### src/rtl/screen_fill_engine.sv
// -----------------------------------------------------------------------------
// screen_fill_engine
//
// Frame-clear pixel generator. One accepted request makes the engine emit
// every pixel coordinate of a WIDTH x HEIGHT screen in row-major order,
// each tagged with the fill color, over a valid/ready stream.
//
// Ports:
//   clk          system clock, rising edge
//   rst          synchronous, active-high reset
//   fill_color   12-bit fill color, passed straight through to out_color
//   in_valid     fill request
//   in_ready     engine idle and able to accept a request
//   busy         fill in progress
//   out_pixel_x  current pixel column
//   out_pixel_y  current pixel row
//   out_color    color of the current pixel
//   out_valid    pixel presented
//   out_ready    downstream accepts the presented pixel
// -----------------------------------------------------------------------------
module screen_fill_engine #(
   parameter int unsigned WIDTH  = 320,
   parameter int unsigned HEIGHT = 240
) (
   input  logic        clk,
   input  logic        rst,
   input  logic [11:0] fill_color,
   input  logic        in_valid,
   output logic        in_ready,
   output logic        busy,
   output logic [15:0] out_pixel_x,
   output logic [15:0] out_pixel_y,
   output logic [11:0] out_color,
   output logic        out_valid,
   input  logic        out_ready
);

   localparam logic [15:0] X_LAST = 16'(WIDTH - 1);
   localparam logic [15:0] Y_LAST = 16'(HEIGHT - 1);

   typedef enum logic {
      IDLE = 1'b0,
      FILL = 1'b1
   } state_t;

   state_t      state_q, state_d;
   logic [15:0] x_q, x_d;
   logic [15:0] y_q, y_d;

   always_ff @(posedge clk) begin
      if (rst) begin
         state_q <= IDLE;
         x_q     <= '0;
         y_q     <= '0;
      end else begin
         state_q <= state_d;
         x_q     <= x_d;
         y_q     <= y_d;
      end
   end

   always_comb begin
      state_d = state_q;
      x_d     = x_q;
      y_d     = y_q;
      unique case (state_q)
         IDLE: begin
            // Counters already sit at zero here, so the first pixel after
            // acceptance is (0,0) without any extra setup cycle.
            x_d = '0;
            y_d = '0;
            if (in_valid) state_d = FILL;
         end
         FILL: begin
            if (out_ready) begin
               if (x_q == X_LAST) begin
                  x_d = '0;
                  if (y_q == Y_LAST) begin
                     // Last pixel transferred: park counters for the next frame.
                     y_d     = '0;
                     state_d = IDLE;
                  end else begin
                     y_d = y_q + 16'd1;
                  end
               end else begin
                  x_d = x_q + 16'd1;
               end
            end
         end
         default: state_d = IDLE;
      endcase
   end

   // All handshake outputs come from state alone, so out_valid never
   // depends combinationally on out_ready.
   assign in_ready    = (state_q == IDLE);
   assign busy        = (state_q == FILL);
   assign out_valid   = (state_q == FILL);
   assign out_pixel_x = x_q;
   assign out_pixel_y = y_q;
   assign out_color   = fill_color;

endmodule

### config.mk
export PLATFORM = sky130hd
export DESIGN_NAME = screen_fill_engine
export DESIGN_NICKNAME = d
export VERILOG_FILES = /design/src/rtl/screen_fill_engine.sv
export SDC_FILE = /design/constraint.sdc
export NUM_CORES = 1
export LEC_CHECK = 0
export BUFFER_PORTS_ARGS = -buffer_cell sky130_fd_sc_hd__buf_4
export CELL_PAD_IN_SITES_DETAIL_PLACEMENT = 1
export CELL_PAD_IN_SITES_GLOBAL_PLACEMENT = 2
export CORE_MARGIN = 3
export CORE_UTILIZATION = 28
export CTS_CLUSTER_DIAMETER = 80
export DETAILED_ROUTE_END_ITERATION = 16
export PLACE_DENSITY_LB_ADDON = 0.1
export SYNTH_ARGS = -nofsm -noshare
export SYNTH_HDL_FRONTEND = slang
export SYNTH_SLANG_ARGS = --single-unit
### constraint.sdc
create_clock -name clk -period 3.15 [get_ports clk]
set_clock_uncertainty 0.1 [all_clocks]
set_input_delay 0.1575 -clock clk [delete_from_list [all_inputs] [get_ports clk]]
set_output_delay 0.1575 -clock clk [all_outputs]
set_load 0.05 [all_outputs]
==> results summary, run 1 <==
The flow ran to the end, and the final reports show no timing, DRC or antenna violations. The number of nets with antenna violations after detailed routing is 0. The quantity of gates resized following cts came out at 0. Relative to the synthesized area, the layout overhead comes to 21.8%. The proportion of power drawn by the clock network came out at 0.404. STA classifies the critical path startpoint as a flop. The clock-pin slew on the worst setup and hold paths is 0.07 ns. The total count of max-transition violations in the final report is 0. The static leakage is 0.758 nW. The post-synthesis cell count is 205. On the critical path, the stage with the largest delay is an instance of sky130_fd_sc_hd__or3_1. The delay of the slowest critical-path stage came out at between 0.5 and 0.6 ns.

The final HPWL from detailed placement came out at between 4000 and 5000 um. The share of the clock period used by the worst path came out at 0.935. In this run the worst hold path is classified as input pin to flop.

The wire length of the first global-routing pass came out at 8880 um. The insertion delay to the later sink of the worst-skew pair came out at between 0.2 and 0.3 ns. Dividing total power by cell area gives a power density of between 300 and 400 mW/mm^2. The antenna diode instance count is 0.

The number of standard-cell rows in the floorplan is 28. Yosys mapped a number of flops with a built-in enable equal to 0. The TritonCTS clock tree is built. The critical path required time came out at 3.24 ns. The routability congestion estimate from global placement came out at 0.793. The height of the die came out at 85.2 um. The largest voltage drop on the vdd net came out at 0.228 mV.

The top achievable clock speed is 0.339 GHz. The normalized max-slew margin is 0.570. The final layout contains routed wiring with a total length of 5340 um.

The count of buffers from port buffering is 38. The switching power total came out at roughly 0.20 mW. The number of antenna violations at the first check in global routing came to 0. The finished cells cover 0.00214 mm^2.

The detailed router finished its first iteration with 58 violations. Dividing the detail-routed via count by the number of cells gives 5.27. The first detailed-routing pass ran for 4 iterations. The multi-input gate area in the final layout is 947 um^2. Counting the fill cells in the layout gives 722. The sequential standard cell area is 661 um^2.

The cell internal power dissipation is 0.584 mW. In this run, CTS created clock tree buffers numbering 5. The total grt overflow is 0. The total power draw came out at 0.779 mW.

Of all nets on the critical path, the largest fanout is 11. Setup repair after global routing left no endpoint under its margin. The max-capacitance violation count is 0. The final number of hold-violating endpoints came out at 0.

The via count of the first global-routing pass came to 1723. For this run, the post-layout net count is 256. The global-route usage over all layers is 0.152. The placed standard-cell area came out at 0.00204 mm^2. Entering global routing, the biggest net connects 15 pins.

Summed over all failing endpoints, the final setup total negative slack is 0 ns. The signal on the critical path passes through ha_1 -> or4bb_1 -> or4b_4 -> or2_1 -> or3_1 -> o41ai_1. The post-synthesis register bit count came out at 33. The synthesis warning total is 0. The number of buffers on the longest clock path came out at 2. The smallest hold slack came out at 0.0845 ns.

The cell area after technology mapping is approximately 0.0018 mm^2. The synthesized area divided by synthesized cell count came out at 8.56 um^2. The share of post-route cells with drive strength above 1 is 0.259. The total vias in the final route is between 1.5k and 2k. The type of element capturing the critical path is a flop. The combinational power share is 0.058. The number of clock sinks seen by CTS came out at 33. For the pin with the worst max-slew slack, the measured transition is 0.641 ns. The sequential fraction of the synthesis area is 0.377.

The area of the core came out at 0.00599 mm^2. The overall die width came out at 85.2 um. The count of unresolved DRC violations after routing is 0. The die covers 0.00725 mm^2.

The post-synth net total came out at 223. The switching share of power is 0.250. Setup violations remaining at the end of the flow were counted as 0. The data arrival time at the worst-slack endpoint came out at roughly 3.0 ns. Among all flip-flop cells after synthesis, the most frequent one is sky130_fd_sc_hd__dfxtp_1. 63 I/O pins were placed.

The clock tree synthesis step divided the H-tree into 2 levels. The count of distinct cell types in the synthesized netlist is 42. The final critical delay including setup and external delays came out at 2.95 ns. The fraction of power consumed by sequential logic is 0.538. The root buffer selected by CTS is sky130_fd_sc_hd__clkbuf_8. The critical path in this run is classified as flop to flop.

The async set or reset register ratio after synthesis came out at 0. The initial standard-cell utilization of the core came out at 0.293. Dividing the detail-routed wire length by the instance count gives 17.0 um.
==> layout by cell type (no fill, tap or decap), types with 5 or more instances in the layout <==
cell / count
sky130_fd_sc_hd__xor2_1: 7
sky130_fd_sc_hd__nand3_1: 12
sky130_fd_sc_hd__dfxtp_1: 33
sky130_fd_sc_hd__clkbuf_8: 5
sky130_fd_sc_hd__nor2_1: 23
sky130_fd_sc_hd__o21ai_0: 9
sky130_fd_sc_hd__buf_4: 43
sky130_fd_sc_hd__xnor2_1: 6
sky130_fd_sc_hd__o31ai_2: 7
sky130_fd_sc_hd__nand4_1: 10
sky130_fd_sc_hd__a21oi_1: 7
sky130_fd_sc_hd__nand2_1: 18
==> worst paths after layout <==
check | from | endpoint | slack (ns) | cells after the start
setup / recovery | out_pixel_x[0]$_SDFFE_PP0P_ | out_pixel_y[5]$_SDFFE_PP0P_ | 0.20 | 6
hold / removal | out_ready | out_pixel_x[1]$_SDFFE_PP0P_ | 0.08 | 3
setup reg to reg | out_pixel_x[0]$_SDFFE_PP0P_ | out_pixel_y[5]$_SDFFE_PP0P_ | 0.20 | 6
hold reg to reg | out_pixel_x[1]$_SDFFE_PP0P_ | out_pixel_x[1]$_SDFFE_PP0P_ | 0.39 | 2
==> metrics by stage <==
stage	setup slack, ns	util	cells
after global placement	0.292	0.340	305
after CTS	0.179	0.357	314
final	0.204	0.357	314
after global routing	0.0163	0.357	314
after floorplan	0.0212	-	205
after detailed placement	0.195	0.340	305
==> cell families after synthesis <==
kind of cell               after synthesis  share of synthesized area
AOI/OAI and AO/OA                       38                      0.158
xor gates and xnor gates                13                     0.0649
adders and majority gates                2                     0.0143
buffers and inverters                   22                     0.0834
DFF                                     33                      0.377
muxes                                    1                    0.00571
and+or+nand+nor                         96                      0.297
==> worst max-delay path: cells and delay by family, from the launching register on <==
family	cells	cell delay (ns)
DFF	1	0.39
and+or+nand+nor	4	1.79
adders and majority gates	1	0.26
AOI/OAI and AO/OA	1	0.30
==> per-layer routing <==
layer	GRT usage	wire [um]	share of wire	vias up
met4	0.0547	112	0.021	0
met5	0	0	0	-
met1	0.209	2630	0.49	801
met3	0.0369	269	0.050	16
met2	0.231	2330	0.44	37
li1	-	-	-	802
==> power by group through the flow <==
stage	clock network, mW	registers, mW	logic (mW)
after floorplan	0	0.436	0.0628
after global placement	0	0.429	0.0432
after detailed placement	0	0.429	0.0440
after CTS	0.333	0.419	0.0452
after global routing	0.349	0.419	0.0487
final	0.315	0.419	0.0450
==> cell type report <==
type	instances	area share
Multi-Input combinational cell	150	0.443
Sequential cell	33	0.309
Timing Repair Buffer	44	0.156
Tap cell	75	0.0439
Clock buffer	5	0.0322
Clock inverter	3	0.00820
Inverter	4	0.00703
==> state kept, by name, indices dropped and copies added (netlist names) <==
name	count
out_pixel_x	16
out_pixel_y	16
busy	1
==> synth_stat cells, types with 3 or more instances <==
cell type | number | area, um^2
sky130_fd_sc_hd__o21ai_0 | 9 | 45.0
sky130_fd_sc_hd__clkbuf_1 | 3 | 11.3
sky130_fd_sc_hd__inv_1 | 4 | 15.0
sky130_fd_sc_hd__xnor2_1 | 6 | 52.6
sky130_fd_sc_hd__or3_1 | 4 | 25.0
sky130_fd_sc_hd__o31ai_2 | 7 | 87.6
sky130_fd_sc_hd__nor3b_1 | 4 | 30.0
sky130_fd_sc_hd__dfxtp_1 | 33 | 661
sky130_fd_sc_hd__nor3_1 | 4 | 20.0
sky130_fd_sc_hd__nand3_1 | 12 | 60.1
sky130_fd_sc_hd__nand4_1 | 10 | 62.6
sky130_fd_sc_hd__buf_4 | 13 | 97.6
sky130_fd_sc_hd__nand2_1 | 18 | 67.6
sky130_fd_sc_hd__o21ai_1 | 3 | 15.0
sky130_fd_sc_hd__nor2_1 | 23 | 86.3
sky130_fd_sc_hd__xor2_1 | 7 | 61.3
sky130_fd_sc_hd__a21oi_1 | 7 | 35.0
sky130_fd_sc_hd__o211ai_1 | 4 | 30.0
==> repair_timing <==
item | CTS | global route
endpoints found under the hold margin | 1 | 0
setup buffers | 0 | 0
setup endpoints to repair | 0 | 0
hold buffers | 1 | 0
Power figures use the tool's default switching activity.
==> run 2: changes to the inputs <==
Settings changed: CORE_UTILIZATION 28 to 30.
Clock period 3.15 ns to 3.5 ns, I/O delays scaled along.
==> run 2 against run 1 <==
Against the previous run: clock-buffer cell count did not move; first-iteration DRC count rose by 40%; highest routed layer unchanged; via count fell by 0.42%; largest power group unchanged; register-to-register slack improved by 0.19 ns.
==> results summary, run 2 (synthesized netlist as in run 1, its figures left out) <==
The number of placed I/O pins is between 60 and 70. 0 antenna diodes ended up in the layout. At the worst endpoint, the arrival time is 3.19 ns. The height of the die is around 82 um. The final HPWL from detailed placement is 3860 um. The worst hold path begins at in_valid. The routability congestion estimate from global placement came out at ~0.82. The setup total negative slack is 0 ns. The run finished with clean final reports. The maximum number of pins on one net before global-route repair is 15.

The share of the clock period used by the worst path came out at 0.889. The category of the most critical setup path is flop to flop. The count of buffers from port buffering came out at 38. The number of nets with antenna violations after detailed routing came out at 0. The tool flagged a number of max-cap violations equal to 0.

The total CTS buffers is 5. Leaving out fill and tap cells, the most frequent cells in the layout are sky130_fd_sc_hd__buf_4, sky130_fd_sc_hd__dfxtp_1, sky130_fd_sc_hd__nor2_1, sky130_fd_sc_hd__nand2_1, sky130_fd_sc_hd__nand3_1. The endpoint of the worst hold path is busy$_SDFF_PP0_.

Counting the fill cells in the layout gives 679. The area of the core is 0.00557 mm^2. The tightest min-delay check is of the input pin to flop type. The area growth from synthesis to final layout came out at 19.5%.

The areal power density over the cells came out at 325 mW/mm^2. In this run the critical register-to-register path is launched from out_pixel_x[0]$_SDFFE_PP0P_. The via count of the first global-routing pass came out at 1622. CTS built an H-tree with a depth of 2. The area of the die is 0.00680 mm^2. The smallest hold slack is between 0.07 and 0.08 ns. STA classifies the critical path endpoint as a flop. The critical path required time is roughly 3.6 ns.

The wire length of the first global-routing pass came out at 8240 um. The count of endpoints failing setup in the final report is 0. The normalized max-slew margin is 0.591. The global-route usage over all layers is 0.160.

In the final layout, the share of cells above drive strength 1 is 0.244. The total number of nets in the final design is 253. The final cell count without fillers came out at 306. The overall die width is 82.5 um. Setup repair after global routing left no endpoint under its margin. The TritonCTS clock tree is built. The number of buffers on the longest clock path is 2. The routed design could run at a clock period as short as about 3.1 ns. Leaving out fill and tap cells, the most frequent cell in the layout is sky130_fd_sc_hd__buf_4. Measured in cells, the most critical reg-to-reg path has a length of 6. The average wire length per cell after detail routing is 16.9 um. The number of standard-cell rows in the floorplan came out at 27.

The number of placed instances, taps included came out at 299. The initial standard-cell utilization of the core came out at 0.315. The utilization after layout came out at 0.376. The kind of start point of the critical path is a flop. Timing would allow up to approximately 0.32 GHz. The insertion delay to the later sink of the worst-skew pair came out at 0.28 ns.

The maximum fanout along the worst path is 11. The reg-to-reg setup timing slack came out at 0.39 ns. Global routing finished with a remaining overflow of 0.

The number of antenna violations at the first check in global routing is 0. The worst hold path passes through 3 cells. Power comes to 0.681 mW. The worst register-to-register path ends at out_pixel_y[5]$_SDFFE_PP0P_.

The post-CTS setup repair buffer count came out at 0. The via density per instance came out at 5.39. The number of clock sinks seen by CTS came out at 33. The total vias in the final route is 1649. The largest voltage drop on the vdd net is 0.126 mV. The slew at the pin closest to its max-slew limit is 0.614 ns. The iteration-0 DRC count of the detailed router is 81. The tree is rooted in a sky130_fd_sc_hd__clkbuf_8. Summed over all cells, the static leakage comes to 0.739 nW. The wire length after detailed routing is 5180 um. The multi-input gate area in the final layout came out at 947 um^2.

The first TritonRoute pass finished after 4 iterations. The total count of max-transition violations in the final report is 0. The count of unresolved DRC violations after routing is 0. The sequential standard cell area is 661 um^2. The clock-pin slew on the worst setup and hold paths is 0.07 ns. The final number of hold-violating endpoints is 0.
run 2: cell count changes in the layout (fill, tap and decap cells not counted), sizes merged:
cell | before | now
buf | 43 | 40
clkinv | 2 | 1
clkinvlp | 1 | 0
run 2: worst max-delay path by stage:
stage | from | endpoint | slack (ns) | depth (start not counted)
2_1_floorplan | out_pixel_x[0]$_SDFFE_PP0P_ | out_pixel_y[3]$_SDFFE_PP0P_ | 0.37 | 8
3_3_place_gp | out_pixel_x[0]$_SDFFE_PP0P_ | out_pixel_y[5]$_SDFFE_PP0P_ | 0.51 | 6
3_5_place_dp | out_pixel_x[0]$_SDFFE_PP0P_ | out_pixel_y[5]$_SDFFE_PP0P_ | 0.42 | 6
4_1_cts | out_pixel_x[0]$_SDFFE_PP0P_ | out_pixel_y[5]$_SDFFE_PP0P_ | 0.39 | 6
5_1_grt | out_pixel_x[0]$_SDFFE_PP0P_ | out_pixel_y[5]$_SDFFE_PP0P_ | 0.18 | 6
6_report | out_pixel_x[0]$_SDFFE_PP0P_ | out_pixel_y[5]$_SDFFE_PP0P_ | 0.39 | 6
run 2: power breakdown:
group	leakage, nW	internal [mW]	switching, mW	total (mW)
Sequential	0.266	0.377	0.00301	0.380
Combinational	0.433	0.0110	0.0257	0.0367
Clock	0.0399	0.131	0.133	0.264
Total	0.739	0.519	0.162	0.681
run 2: routing by layer:
| layer | global-route usage | wire length (um) | up-vias |
|---|---|---|---|
| met4 | 0.0565 | 101 | 0 |
| met5 | 0 | 0 | - |
| met2 | 0.238 | 2210 | 41 |
| met1 | 0.216 | 2500 | 796 |
| li1 | - | - | 797 |
| met3 | 0.0488 | 370 | 15 |
run 2: critical path: stages (launching register included):
cell                      delay, ns
sky130_fd_sc_hd__dfxtp_1       0.41
sky130_fd_sc_hd__ha_1          0.25
sky130_fd_sc_hd__or4bb_1       0.43
sky130_fd_sc_hd__or4b_4        0.53
sky130_fd_sc_hd__or2_1         0.35
sky130_fd_sc_hd__or3_1         0.63
sky130_fd_sc_hd__o41ai_1       0.31
run 2: final cells by class:
cell class	instances	area share
Clock buffer	5	0.0328
Inverter	4	0.00716
Clock inverter	1	0.00239
Multi-Input combinational cell	150	0.452
Timing Repair Buffer	41	0.148
Tap cell	72	0.0430
Sequential cell	33	0.315
run 2: through the flow:
stage / cell area [um^2] / setup WS [ns]
CTS: 2100 / 0.390
finish: 2100 / 0.390
global placement: 2010 / 0.512
floorplan: 1750 / 0.371
global route: 2100 / 0.177
detailed placement: 2010 / 0.415
run 2: what timing repair did:
item                                    in CTS  in global routing
hold endpoints to repair                     1                  0
gates resized for setup                      0                  0
endpoints found under the setup margin       0                  0
hold buffers                                 1                  0
